`src/rtl/sume_pkg.sv`:
```
// Shared types and constants for the SUME keypad adder.
// Holds the FSM state encoding, keypad codes, datapath widths and BCD helpers.
package sume_pkg;

    localparam int DIGIT_W   = 4;
    localparam int OPERAND_W = 10;
    localparam int RESULT_W  = 12;

    localparam logic [DIGIT_W-1:0] NO_KEY = 4'hF;

    typedef enum logic [2:0] {
        W1_D2 = 3'd0,
        W1_D1 = 3'd1,
        W1_D0 = 3'd2,
        W2_D2 = 3'd3,
        W2_D1 = 3'd4,
        W2_D0 = 3'd5,
        SUM   = 3'd6
    } state_t;

    typedef struct packed {
        logic [DIGIT_W-1:0] d2;
        logic [DIGIT_W-1:0] d1;
        logic [DIGIT_W-1:0] d0;
    } bcd3_t;

    // True for the decimal digit codes 0-9.
    function automatic logic is_digit(input logic [DIGIT_W-1:0] code);
        return code <= 4'd9;
    endfunction

    // Codes the input register accepts: digits and the no-key code.
    // Codes A-E are invalid and leave the registered key untouched.
    function automatic logic is_key_code(input logic [DIGIT_W-1:0] code);
        return is_digit(code) || (code == NO_KEY);
    endfunction

    // Three BCD digits to binary, d2*100 + d1*10 + d0 (max 999).
    function automatic logic [OPERAND_W-1:0] bcd_to_bin(input bcd3_t v);
        logic [OPERAND_W-1:0] h;
        logic [OPERAND_W-1:0] t;
        logic [OPERAND_W-1:0] u;
        h = OPERAND_W'(v.d2);
        t = OPERAND_W'(v.d1);
        u = OPERAND_W'(v.d0);
        return (h * OPERAND_W'(100)) + (t * OPERAND_W'(10)) + u;
    endfunction

endpackage

```
`src/rtl/sume_key_detect.sv`:
```
// Keypad front end: registers the raw keypad code, optionally debounces it
// (SUME_DEBOUNCE_EN) and emits a one-cycle valid pulse per new digit press.
// Invalid codes A-E never reach key_q, so a digit held across an invalid
// glitch still counts as a single press.
module sume_key_detect
    import sume_pkg::*;
#(
    parameter int DEBOUNCE_CYCLES = 4
) (
    input  logic               clk,
    input  logic               rst,
    input  logic [DIGIT_W-1:0] sample_input,
    output logic [DIGIT_W-1:0] digit,
    output logic               valid
);

    if (DEBOUNCE_CYCLES < 1) begin : g_param_check
        $error("DEBOUNCE_CYCLES must be at least 1");
    end

    logic [DIGIT_W-1:0] key_q;
    logic [DIGIT_W-1:0] key_d;
    logic [DIGIT_W-1:0] prev_q;
    logic [DIGIT_W-1:0] prev_d;

`ifdef SUME_DEBOUNCE_EN
    localparam int CNT_W = (DEBOUNCE_CYCLES > 1) ? $clog2(DEBOUNCE_CYCLES) : 1;
    localparam logic [CNT_W-1:0] CNT_LAST = CNT_W'(DEBOUNCE_CYCLES - 1);

    logic [DIGIT_W-1:0] samp_q;
    logic [DIGIT_W-1:0] samp_d;
    logic [CNT_W-1:0]   cnt_q;
    logic [CNT_W-1:0]   cnt_d;

    // Count how long the sampled code has been stable; promote it to key_q once stable long enough.
    always_comb begin
        samp_d = sample_input;
        cnt_d  = cnt_q;
        key_d  = key_q;
        if (sample_input != samp_q) begin
            cnt_d = '0;
        end else if (cnt_q != CNT_LAST) begin
            cnt_d = cnt_q + CNT_W'(1);
        end
        if ((cnt_q == CNT_LAST) && is_key_code(samp_q)) begin
            key_d = samp_q;
        end
    end

    // Debounce sampling register and stability counter.
    always_ff @(posedge clk) begin
        if (rst) begin
            samp_q <= NO_KEY;
            cnt_q  <= '0;
        end else begin
            samp_q <= samp_d;
            cnt_q  <= cnt_d;
        end
    end
`else
    // Register the raw code directly, ignoring invalid codes.
    always_comb begin
        key_d = key_q;
        if (is_key_code(sample_input)) begin
            key_d = sample_input;
        end
    end
`endif

    // Remember last cycle's key and flag a press when a digit appears that differs from it.
    always_comb begin
        prev_d = key_q;
        digit  = key_q;
        valid  = is_digit(key_q) && (key_q != prev_q);
    end

    // Registered key and its one-cycle-delayed copy.
    always_ff @(posedge clk) begin
        if (rst) begin
            key_q  <= NO_KEY;
            prev_q <= NO_KEY;
        end else begin
            key_q  <= key_d;
            prev_q <= prev_d;
        end
    end

endmodule

```
`src/rtl/sume.sv`:
```
// SUME top: collects two 3-digit decimal operands from keypad presses and
// presents their binary sum on cdu. Optional input debounce is enabled by
// defining SUME_DEBOUNCE_EN.
module sume
    import sume_pkg::*;
#(
    parameter int DEBOUNCE_CYCLES = 4
) (
    input  logic                clk,
    input  logic                rst,
    input  logic [DIGIT_W-1:0]  sample_input,
    output logic [RESULT_W-1:0] cdu
);

    logic [DIGIT_W-1:0]  key_digit;
    logic                key_valid;

    state_t              state_q;
    state_t              state_d;
    bcd3_t               w1_q;
    bcd3_t               w1_d;
    bcd3_t               w2_q;
    bcd3_t               w2_d;
    logic [RESULT_W-1:0] cdu_q;
    logic [RESULT_W-1:0] cdu_d;
    logic [OPERAND_W:0]  sum_bin;

    sume_key_detect #(
        .DEBOUNCE_CYCLES (DEBOUNCE_CYCLES)
    ) u_key_detect (
        .clk          (clk),
        .rst          (rst),
        .sample_input (sample_input),
        .digit        (key_digit),
        .valid        (key_valid)
    );

    // 11-bit sum of both operands converted from BCD.
    always_comb begin
        sum_bin = {1'b0, bcd_to_bin(w1_q)} + {1'b0, bcd_to_bin(w2_q)};
    end

    // Digit-entry FSM: each press fills the next digit; SUM loads cdu and may accept the next hundreds digit.
    always_comb begin
        state_d = state_q;
        w1_d    = w1_q;
        w2_d    = w2_q;
        cdu_d   = cdu_q;
        case (state_q)
            W1_D2: if (key_valid) begin w1_d.d2 = key_digit; state_d = W1_D1; end
            W1_D1: if (key_valid) begin w1_d.d1 = key_digit; state_d = W1_D0; end
            W1_D0: if (key_valid) begin w1_d.d0 = key_digit; state_d = W2_D2; end
            W2_D2: if (key_valid) begin w2_d.d2 = key_digit; state_d = W2_D1; end
            W2_D1: if (key_valid) begin w2_d.d1 = key_digit; state_d = W2_D0; end
            W2_D0: if (key_valid) begin w2_d.d0 = key_digit; state_d = SUM;   end
            SUM: begin
                cdu_d = RESULT_W'(sum_bin);
                if (key_valid) begin
                    w1_d.d2 = key_digit;
                    state_d = W1_D1;
                end else begin
                    state_d = W1_D2;
                end
            end
            default: state_d = W1_D2;
        endcase
    end

    // FSM state, operand digits and result register.
    always_ff @(posedge clk) begin
        if (rst) begin
            state_q <= W1_D2;
            w1_q    <= '0;
            w2_q    <= '0;
            cdu_q   <= '0;
        end else begin
            state_q <= state_d;
            w1_q    <= w1_d;
            w2_q    <= w2_d;
            cdu_q   <= cdu_d;
        end
    end

    assign cdu = cdu_q;

endmodule

```
`config.mk`:
```
export PLATFORM = sky130hd
export DESIGN_NAME = sume
export DESIGN_NICKNAME = d
export VERILOG_FILES = /design/src/rtl/sume_pkg.sv /design/src/rtl/sume_key_detect.sv /design/src/rtl/sume.sv
export SDC_FILE = /design/constraint.sdc
export NUM_CORES = 1
export LEC_CHECK = 0
export ABC_AREA = 1
export BUFFER_PORTS_ARGS = -buffer_cell sky130_fd_sc_hd__buf_2
export CORE_MARGIN = 1
export CORE_UTILIZATION = 35
export CTS_CLUSTER_SIZE = 8
export DETAILED_ROUTE_END_ITERATION = 6
export PLACE_DENSITY = 0.55
export SLEW_MARGIN = 20
export SYNTH_ARGS = -nofsm -noshare
export SYNTH_HDL_FRONTEND = slang
export SYNTH_SLANG_ARGS = --single-unit
```
`constraint.sdc`:
```
create_clock -name clk -period 5.05 [get_ports clk]
set_clock_uncertainty 0.2 [all_clocks]
set_input_delay 0.505 -clock clk [delete_from_list [all_inputs] [get_ports clk]]
set_output_delay 0.505 -clock clk [all_outputs]
set_load 0.05 [all_outputs]
```
==> results of run 1 <==
worst max-delay path, delay by kind of cell, from the launching register on:
family                   cells  cell delay [ns]
AO/OA/AOI/OAI                3             0.62
flip-flops                   1             0.35
buffers and inverters        2             0.08
AND/OR/NAND/NOR             10             0.74
adder cells (fa/ha/maj)      6             2.00
kinds of logic after synthesis:
family	count (synthesis)	synth area share (%)
buffers and inverters	99	11.2
other	1	0.0970
AO/OA/AOI/OAI	43	6.28
adder cells (fa/ha/maj)	67	23.8
AND/OR/NAND/NOR	240	29.1
flip-flops	46	23.8
XOR/XNOR	25	5.66
power breakdown:
part	total [mW]	switching (mW)	internal, mW
combinational	0.217	0.137	0.0804
sequential	0.394	0.0193	0.374
clock	0.286	0.138	0.149
total	0.897	0.294	0.603
registers in the layout, indices dropped and copies added, names as in the netlist:
register,count
w1_q,12
u_key_detect.digit,4
u_key_detect.prev_q,4
state_q,3
w2_q,12
cdu,11
cells in the final DEF, fill, tap and decap left out, drive strengths merged:
master  instances
or2             3
o22ai           1
nand2         116
inv            89
o32ai           2
o21bai          3
o21ai          13
nand3          29
fa             11
clkbuf          5
bufinv          1
nor3            3
nor2           83
a21oi          24
xnor2           9
xor2           16
nand4           4
clkinv          1
dfxtp          46
conb            1
nand3b          2
buf            16
ha             56
Yosys cell counts, types with 2 or more instances:
cell	instances
ha_1	56
xnor2_1	9
nor2_2	22
inv_2	2
nand2_1	113
nand4_1	4
o32ai_1	2
nand2_2	2
a21oi_1	24
inv_1	86
nand3b_1	2
nand3_1	23
fa_1	11
buf_6	6
o21ai_1	2
o21bai_1	3
dfxtp_1	46
o21ai_0	10
xor2_1	16
nand3_4	6
nor2_1	61
buf_4	2
or2_2	3
clkbuf_1	2
routing by layer:
metal | up-vias | wire length [um] | global-route usage [%]
li1 | 1649 | - | -
met3 | 13 | 269 | 3.10
met4 | 0 | 127 | 4.89
met1 | 1357 | 3650 | 18.5
met2 | 43 | 3560 | 25.3
met5 | - | 0 | 0
path summary, 6_finish.rpt:
path	from	endpoint	slack [ns]	cells past startpoint
min	sample_input[3]	u_key_detect.digit[3]	0.23	3
max reg2reg	w1_q[5]	cdu[9]	1.00	21
min reg2reg	cdu[10]	cdu[10]	0.33	2
max	w1_q[5]	cdu[9]	1.00	21
area by class of cell:
| cell class | count | area (sq um) | area share [%] |
|---|---|---|---|
| Multi-Input combinational cell | 376 | 2510 | 60.8 |
| Sequential cell | 46 | 921 | 22.3 |
| Inverter | 88 | 330 | 8.00 |
| Tap cell | 140 | 175 | 4.24 |
| Timing Repair Buffer | 16 | 80.1 | 1.94 |
| Clock buffer | 5 | 68.8 | 1.67 |
| Clock inverter | 3 | 43.8 | 1.06 |
==> results.cfg, run 1 <==
[run_status]
status = completed

[clock_network]
cts_root_buffer = clkbuf_8
cts-hold-fix-buffers = 0
post_cts_buffers = 0
htreeDepth = 2
clk_pin_slew_ns = 0.09
cts_resized = 0
clkLatencyLatePin_ns = 0.31
cts_tree = yes
clkSinkCount = 46
clock_path_buffers = 2
numCtsBuffers = 5

[cells_and_area]
postLayoutCoreUtil_pct = 38.3
n_fill_cell = 1123
syn2layout_area_growth_pct = 6.83
drive_gt1_share_pct = 11.8
fin_nets = 606
fin_area_sq_um = 4130
finalNonFillerCells = 674
n_antenna_cell = 0

[logic_synthesis]
netlist.area_leader.share_pct = 23.8
synthArstFlopShare_pct = 0
synth-edff-count = 0
synthCells = 521
avgSynthCellArea_sq_um = 7.42
synth_top_area_cell = dfxtp_1
seq_area_frac_synth_pct = 23.8
synth.distinct_cells = 32
synth_ff_type = dfxtp_1
ys_warn_count = 0
synth_area_leaders = dfxtp_1 (24%), ha_1 (18%), nand2_1 (11%)
ys_ff_latch = 46
syn_area_sq_um = 3870
syn-num-nets = 594

[hold_path]
hold_path_class = input port to flip-flop

[timing]
relSlewSlack_pct = 32.4
worst_slew_pin_slew_ns = 1.01
hold_ws_ns = 0.231
setup_violations = 0
fmax_mhz = 247
drv_slew = 0
finalCritPeriodShare_pct = 80.2
worst_slack_ns = 1.00
fin_crit_ns = 4.05
rsz0062_at_grt = no
finalSetupTns_ns = 0
hold_viol_final = 0

[placement]
hpwl_um = 6010
placed_area_sq_um = 4020
place_congestion = 0.882
dp_worst_setup_slack_ns = 1.03
dp.cells = 666
port_buffers = 16

[power_and_ir_drop]
p_per_area_nw_per_um2 = 217
power_mw = 0.897
ir_worst_vdd_v = 0.000153
p_leak_nw = 2.28

[floorplan]
dieHeight_um = 107
core_area_sq_um = 10800
die_w_um = 107
num_rows = 38
start_util_pct = 35.8
io_pins = 18
die_area_sq_um = 11500

[route]
drt_iter0_markers = 100
drtAntennaViolNets = 0
drc = 0
vias_per_cell = 4.54
wl_um = 7610
first_pass_iters = 4
vias = 3062
wl_per_cell_um = 11.3

[global_route]
track_usage_pct = 14.8
antenna_found_initial = 0
grt_pass1_wl_um = 13400
grt_pass1_vias = 2976
gr-total-overflow = 0
grt_start_max_net_pins = 31

[critical_path]
crit_path_start_kind = flip-flop
path_cells = ha_1, ha_1, fa_1, ha_1, ha_1, nand2_1, o21ai_0, nand2_1, a21oi_1, nor2_1, nand2_1, nand2_1, ha_1, nand2_1, inv_1, a21oi_1, nand3_1, nand2_1, nand3_1, nand2_1, inv_1
worst_ep_required_time_ns = 5.07
critPathMaxStageDelay_ns = 0.44
cp-end-kind = flip-flop
crit_top_cell = nand2_1
cp.arrival_ns = 4.07
cpMaxStageDelayCell = fa_1
worstSetupPathType = flip-flop to flip-flop
critical_path.max_fanout = 6

[run]
cap_viol_max_count = 0
(Power assumes the default switching activity.)
==> run 2: changes to the inputs <==
==> constraint.sdc (replaced) <==
create_clock -name clk -period 4.2 [get_ports clk]
set_clock_uncertainty 0.2 [all_clocks]
set_input_delay 0.42 -clock clk [delete_from_list [all_inputs] [get_ports clk]]
set_output_delay 0.42 -clock clk [all_outputs]
set_load 0.05 [all_outputs]
==> run 2 against run 1 <==
Compared with the run above:
- sequential power grew 20%
- die area is the same
- via count shrank 0.36%
- sequential share of layout area shrank 0.12 points
- worst setup slack lost 0.72 ns
- critical endpoint unchanged
==> results.cfg, run 2 (same netlist as run 1, synthesis figures left out) <==
[clock_network]
cts_tree = yes
htreeDepth = 2
clk_pin_slew_ns = 0.09
numCtsBuffers = 5
cts-hold-fix-buffers = 0
clock_path_buffers = 2
clkSinkCount = 46
cts_root_buffer = clkbuf_8
clkLatencyLatePin_ns = 0.31

[global_route]
grt_pass1_wl_um = 13400
antenna_found_initial = 0
grt_pass1_vias = 2976
track_usage_pct = 14.8
grt_start_max_net_pins = 31
gr-total-overflow = 0

[route]
wl_um = 7610
first_pass_iters = 4
drc = 0
vias = 3051
drtAntennaViolNets = 0
wl_per_cell_um = 11.3
vias_per_cell = 4.51
drt_iter0_markers = 111

[timing]
hold_viol_final = 0
finalSetupTns_ns = 0
fin_crit_ns = 3.92
worst_slew_pin_slew_ns = 0.992
fmax_mhz = 255
setup_violations = 0
finalCritPeriodShare_pct = 93.2
rsz0062_at_grt = no
relSlewSlack_pct = 33.8
drv_slew = 0

[hold_path]
min_from = sample_input[3]
hold_path_class = input port to flip-flop
min_to = u_key_detect.digit[3]
hold_depth = 3

[cells_and_area]
drive_gt1_share_pct = 12.5
layout_commonest_cell = nand2_1
fin_nets = 608
final_cell_mix = nand2_1 (113), inv_1 (86), nor2_1 (61), ha_1 (55), dfxtp_1 (45)
postLayoutCoreUtil_pct = 38.5
n_antenna_cell = 0
syn2layout_area_growth_pct = 7.57

[critical_path]
path_cells = ha_1, ha_1, fa_1, ha_1, ha_1, nand2_1, o21ai_1, nand2_1, a21oi_1, nor2_1, nand2_1, nand2_1, ha_1, nand2_1, inv_1, a21oi_1, nand3_1, nand2_1, nand3_1, nand2_1, inv_1
crit_path_start_kind = flip-flop
path_buf_inv = 2
critPathMaxStageDelay_ns = 0.44
reg2reg_from = w1_q[5]
worstSetupPathType = flip-flop to flip-flop
r2r_slack_ns = 0.28
critical_path.max_fanout = 4
rr_endpoint = cdu[9]
cp-end-kind = flip-flop
reg2reg_depth = 21
crit_family = adder cells
crit_top_cell = nand2_1
cpMaxStageDelayCell = fa_1
cp.arrival_ns = 3.93
worst_ep_required_time_ns = 4.22

[placement]
port_buffers = 16
hpwl_um = 6010
place_congestion = 0.882

[floorplan]
core_area_sq_um = 10800
dieHeight_um = 107
die_w_um = 107
num_rows = 38
die_area_sq_um = 11500
io_pins = 18
start_util_pct = 35.8

[power_and_ir_drop]
ir_worst_vdd_v = 0.000183
p_leak_nw = 2.29
p_per_area_nw_per_um2 = 262

[run]
cap_viol_max_count = 0

[run_status]
status = completed
run 2: cell count changes in the layout (fill, tap and decap cells not counted), sizes merged:
| cell | before | now |
|---|---|---|
| buf | 16 | 18 |
run 2: worst max-delay path by stage:
stage                        from  endpoint  slack [ns]  cells after the start
after floorplan           w1_q[5]    cdu[9]        0.47                     21
after global placement    w1_q[5]    cdu[9]        0.28                     21
after detailed placement  w1_q[5]    cdu[9]        0.18                     21
after CTS                 w1_q[5]    cdu[9]        0.13                     21
after global routing      w1_q[7]    cdu[9]        0.03                     20
final                     w1_q[5]    cdu[9]        0.28                     21
run 2: layer usage:
layer  global-route usage, %  up-vias  wire, um
met2                    25.3       39      3560
met5                       0        -         0
met1                    18.5     1346      3620
met3                    3.10       13       299
li1                        -     1653         -
met4                    4.89        0       127
run 2: where the power goes:
group,internal (mW),switching [mW],leakage [nW]
sequential,0.450,0.0231,0.374
combinational,0.104,0.166,1.85
clock,0.179,0.166,0.0585
run 2: what timing repair did:
| item | in CTS | in global routing |
|---|---|---|
| resized for setup | 0 | 3 |
| buffers inserted | 0 | 2 |
| endpoints found under the setup margin | 0 | 1 |
run 2: area by class of cell:
| type | instances | area [sq um] |
|---|---|---|
| Fill cell | 1120 | 6630 |
| Clock inverter | 3 | 43.8 |
| Multi-Input combinational cell | 376 | 2520 |
| Inverter | 88 | 330 |
| Timing Repair Buffer | 18 | 95.1 |
| Tap cell | 140 | 175 |
| Sequential cell | 46 | 922 |
| Clock buffer | 5 | 68.8 |
run 2: per-stage QoR:
step	cell area (sq um)	setup WS, ns	power [mW]	hold WS (ns)	std cells
after floorplan	3870	0.472	0.696	0.307	521
after global placement	4020	0.281	0.742	0.294	666
after detailed placement	4020	0.176	0.747	0.315	666
after CTS	4130	0.128	1.10	0.133	674
after global routing	4160	0.0273	1.16	0.149	676
final	4160	0.284	1.09	0.145	676
run 2: worst reg2reg max path, stage by stage, from the launching register on:
cell and delay, ns:
dfxtp_1 0.35, ha_1 0.31, ha_1 0.23, fa_1 0.44, ha_1 0.29, ha_1 0.36
nand2_1 0.07, o21ai_1 0.17, nand2_1 0.07, a21oi_1 0.18, nor2_1 0.06, nand2_1 0.05
nand2_1 0.05, ha_1 0.32, nand2_1 0.10, inv_1 0.05, a21oi_1 0.19, nand3_1 0.10
nand2_1 0.07, nand3_1 0.06, nand2_1 0.09, inv_1 0.03
==> run 3: changes to the inputs <==
--- a/config.mk
+++ b/config.mk
@@ -7,7 +7,7 @@
 export LEC_CHECK = 0
 export ABC_AREA = 1
 export BUFFER_PORTS_ARGS = -buffer_cell sky130_fd_sc_hd__buf_2
-export CORE_MARGIN = 1
+export CORE_MARGIN = 2
 export CORE_UTILIZATION = 35
 export CTS_CLUSTER_SIZE = 8
 export DETAILED_ROUTE_END_ITERATION = 6
==> run 3 against run 2 <==
Compared with the run above:
- critical endpoint unchanged
- critical path depth down 2
- via count up 0.20%
- register-to-register slack about the same
- worst setup slack worse by 0.0056 ns
- non-clock buffer count down 2
==> results.cfg, run 3 (same netlist as run 1, synthesis figures left out) <==
[route]
drc = 0
wl_per_cell_um = 11.3
vias = 3057
first_pass_iters = 4
drtAntennaViolNets = 0
wl_um = 7600
vias_per_cell = 4.54
drt_iter0_markers = 110

[clock_network]
clkLatencyLatePin_ns = 0.32
htreeDepth = 2
post_cts_buffers = 0
clk_pin_slew_ns = 0.10
cts_root_buffer = clkbuf_8
cts_resized = 0
clock_path_buffers = 2
cts_tree = yes
numCtsBuffers = 5
clkSinkCount = 46
cts-hold-fix-buffers = 0

[timing]
finalSetupTns_ns = 0
fmax_mhz = 255
fin_crit_ns = 3.92
setup_violations = 0
worst_slew_pin_slew_ns = 1.02
relSlewSlack_pct = 32.2
drv_slew = 0
hold_ws_ns = 0.133
finalCritPeriodShare_pct = 93.4
hold_viol_final = 0

[floorplan]
start_util_pct = 35.8
num_rows = 38
die_area_sq_um = 11900
core_area_sq_um = 10800
io_pins = 18
die_w_um = 109
dieHeight_um = 109

[critical_path]
critPathMaxStageDelay_ns = 0.38
path_cells = ha_1, ha_1, fa_1, xor2_1, ha_1, ha_1, inv_1, o21ai_0, a21oi_1, xor2_1, inv_1, ha_1, nand2_1, nor2_1, nand3_1, nand4_1, nand3_1, nand2_1, inv_1
r2r_slack_ns = 0.28
cp-end-kind = flip-flop
rr_endpoint = cdu[9]
cpMaxStageDelayCell = fa_1
cp.arrival_ns = 3.95
crit_top_cell = ha_1
critical_path.max_fanout = 4
crit_family = adder cells
reg2reg_from = w1_q[5]
worst_ep_required_time_ns = 4.23
worstSetupPathType = flip-flop to flip-flop
reg2reg_depth = 19
crit_path_start_kind = flip-flop
path_buf_inv = 3

[cells_and_area]
layout_commonest_cell = nand2_1
fin_area_sq_um = 4140
syn2layout_area_growth_pct = 7.18
fin_nets = 606
n_antenna_cell = 0
n_fill_cell = 1113
drive_gt1_share_pct = 12.9
finalNonFillerCells = 674
final_cell_mix = nand2_1 (113), inv_1 (86), nor2_1 (61), ha_1 (55), dfxtp_1 (45)

[global_route]
gr-total-overflow = 0
antenna_found_initial = 0
track_usage_pct = 14.2
grt_pass1_vias = 2950
grt_pass1_wl_um = 13300
grt_start_max_net_pins = 31

[placement]
port_buffers = 16
placed_area_sq_um = 4020
dp.cells = 666
hpwl_um = 5940
place_congestion = 0.825

[hold_path]
hold_depth = 3
hold_path_class = input port to flip-flop
min_from = sample_input[3]
min_to = u_key_detect.digit[3]

[power_and_ir_drop]
ir_worst_vdd_v = 0.000139
power_mw = 1.04
p_leak_nw = 2.27
p_per_area_nw_per_um2 = 250

[run_status]
status = completed

[run]
cap_viol_max_count = 0
==> run 3: area by class of cell <==
| type | instances | area, sq um | share of cell area, % |
|---|---|---|---|
| Sequential cell | 46 | 922 | 22.3 |
| Clock buffer | 5 | 68.8 | 1.66 |
| Inverter | 88 | 330 | 7.97 |
| Timing Repair Buffer | 16 | 80.1 | 1.93 |
| Clock inverter | 3 | 25.0 | 0.604 |
| Tap cell | 140 | 175 | 4.23 |
| Multi-Input combinational cell | 376 | 2540 | 61.4 |
==> run 3: worst max path at each step <==
stage	from	end	slack [ns]	cells past startpoint
2_1_floorplan	w1_q[5]	cdu[9]	0.47	21
3_3_place_gp	w1_q[5]	cdu[9]	0.28	21
3_5_place_dp	w1_q[5]	cdu[9]	0.20	20
4_1_cts	w1_q[5]	cdu[9]	0.16	20
5_1_grt	w1_q[5]	cdu[9]	-0.01	20
6_report	w1_q[5]	cdu[9]	0.28	19
==> run 3: through the flow <==
stage | worst slack (ns) | utilization [%]
4_1_cts | 0.164 | 38.1
3_3_place_gp | 0.281 | 37.2
5_1_grt | -0.0113 | 38.4
6_report | 0.279 | 38.4
3_5_place_dp | 0.197 | 37.2
2_1_floorplan | 0.472 | -
==> run 3: worst min-delay path, stage by stage <==
cell and delay (ns):
buf_2 0.09, o22ai_1 0.07, inv_1 0.05
==> run 3: power by group <==
| part | internal [mW] | switching, mW | total, mW | leakage [nW] |
|---|---|---|---|---|
| sequential | 0.450 | 0.0233 | 0.473 | 0.374 |
| combinational | 0.0998 | 0.165 | 0.265 | 1.85 |
| clock | 0.121 | 0.178 | 0.299 | 0.0447 |
| total | 0.671 | 0.366 | 1.04 | 2.27 |
==> run 3: metal layers <==
layer | routed length [um] | vias up | global-route usage [%]
met5 | 0 | - | 0
met4 | 126 | 0 | 4.12
met3 | 224 | 9 | 2.69
met2 | 3460 | 41 | 24.1
met1 | 3780 | 1366 | 18.4
li1 | - | 1641 | -
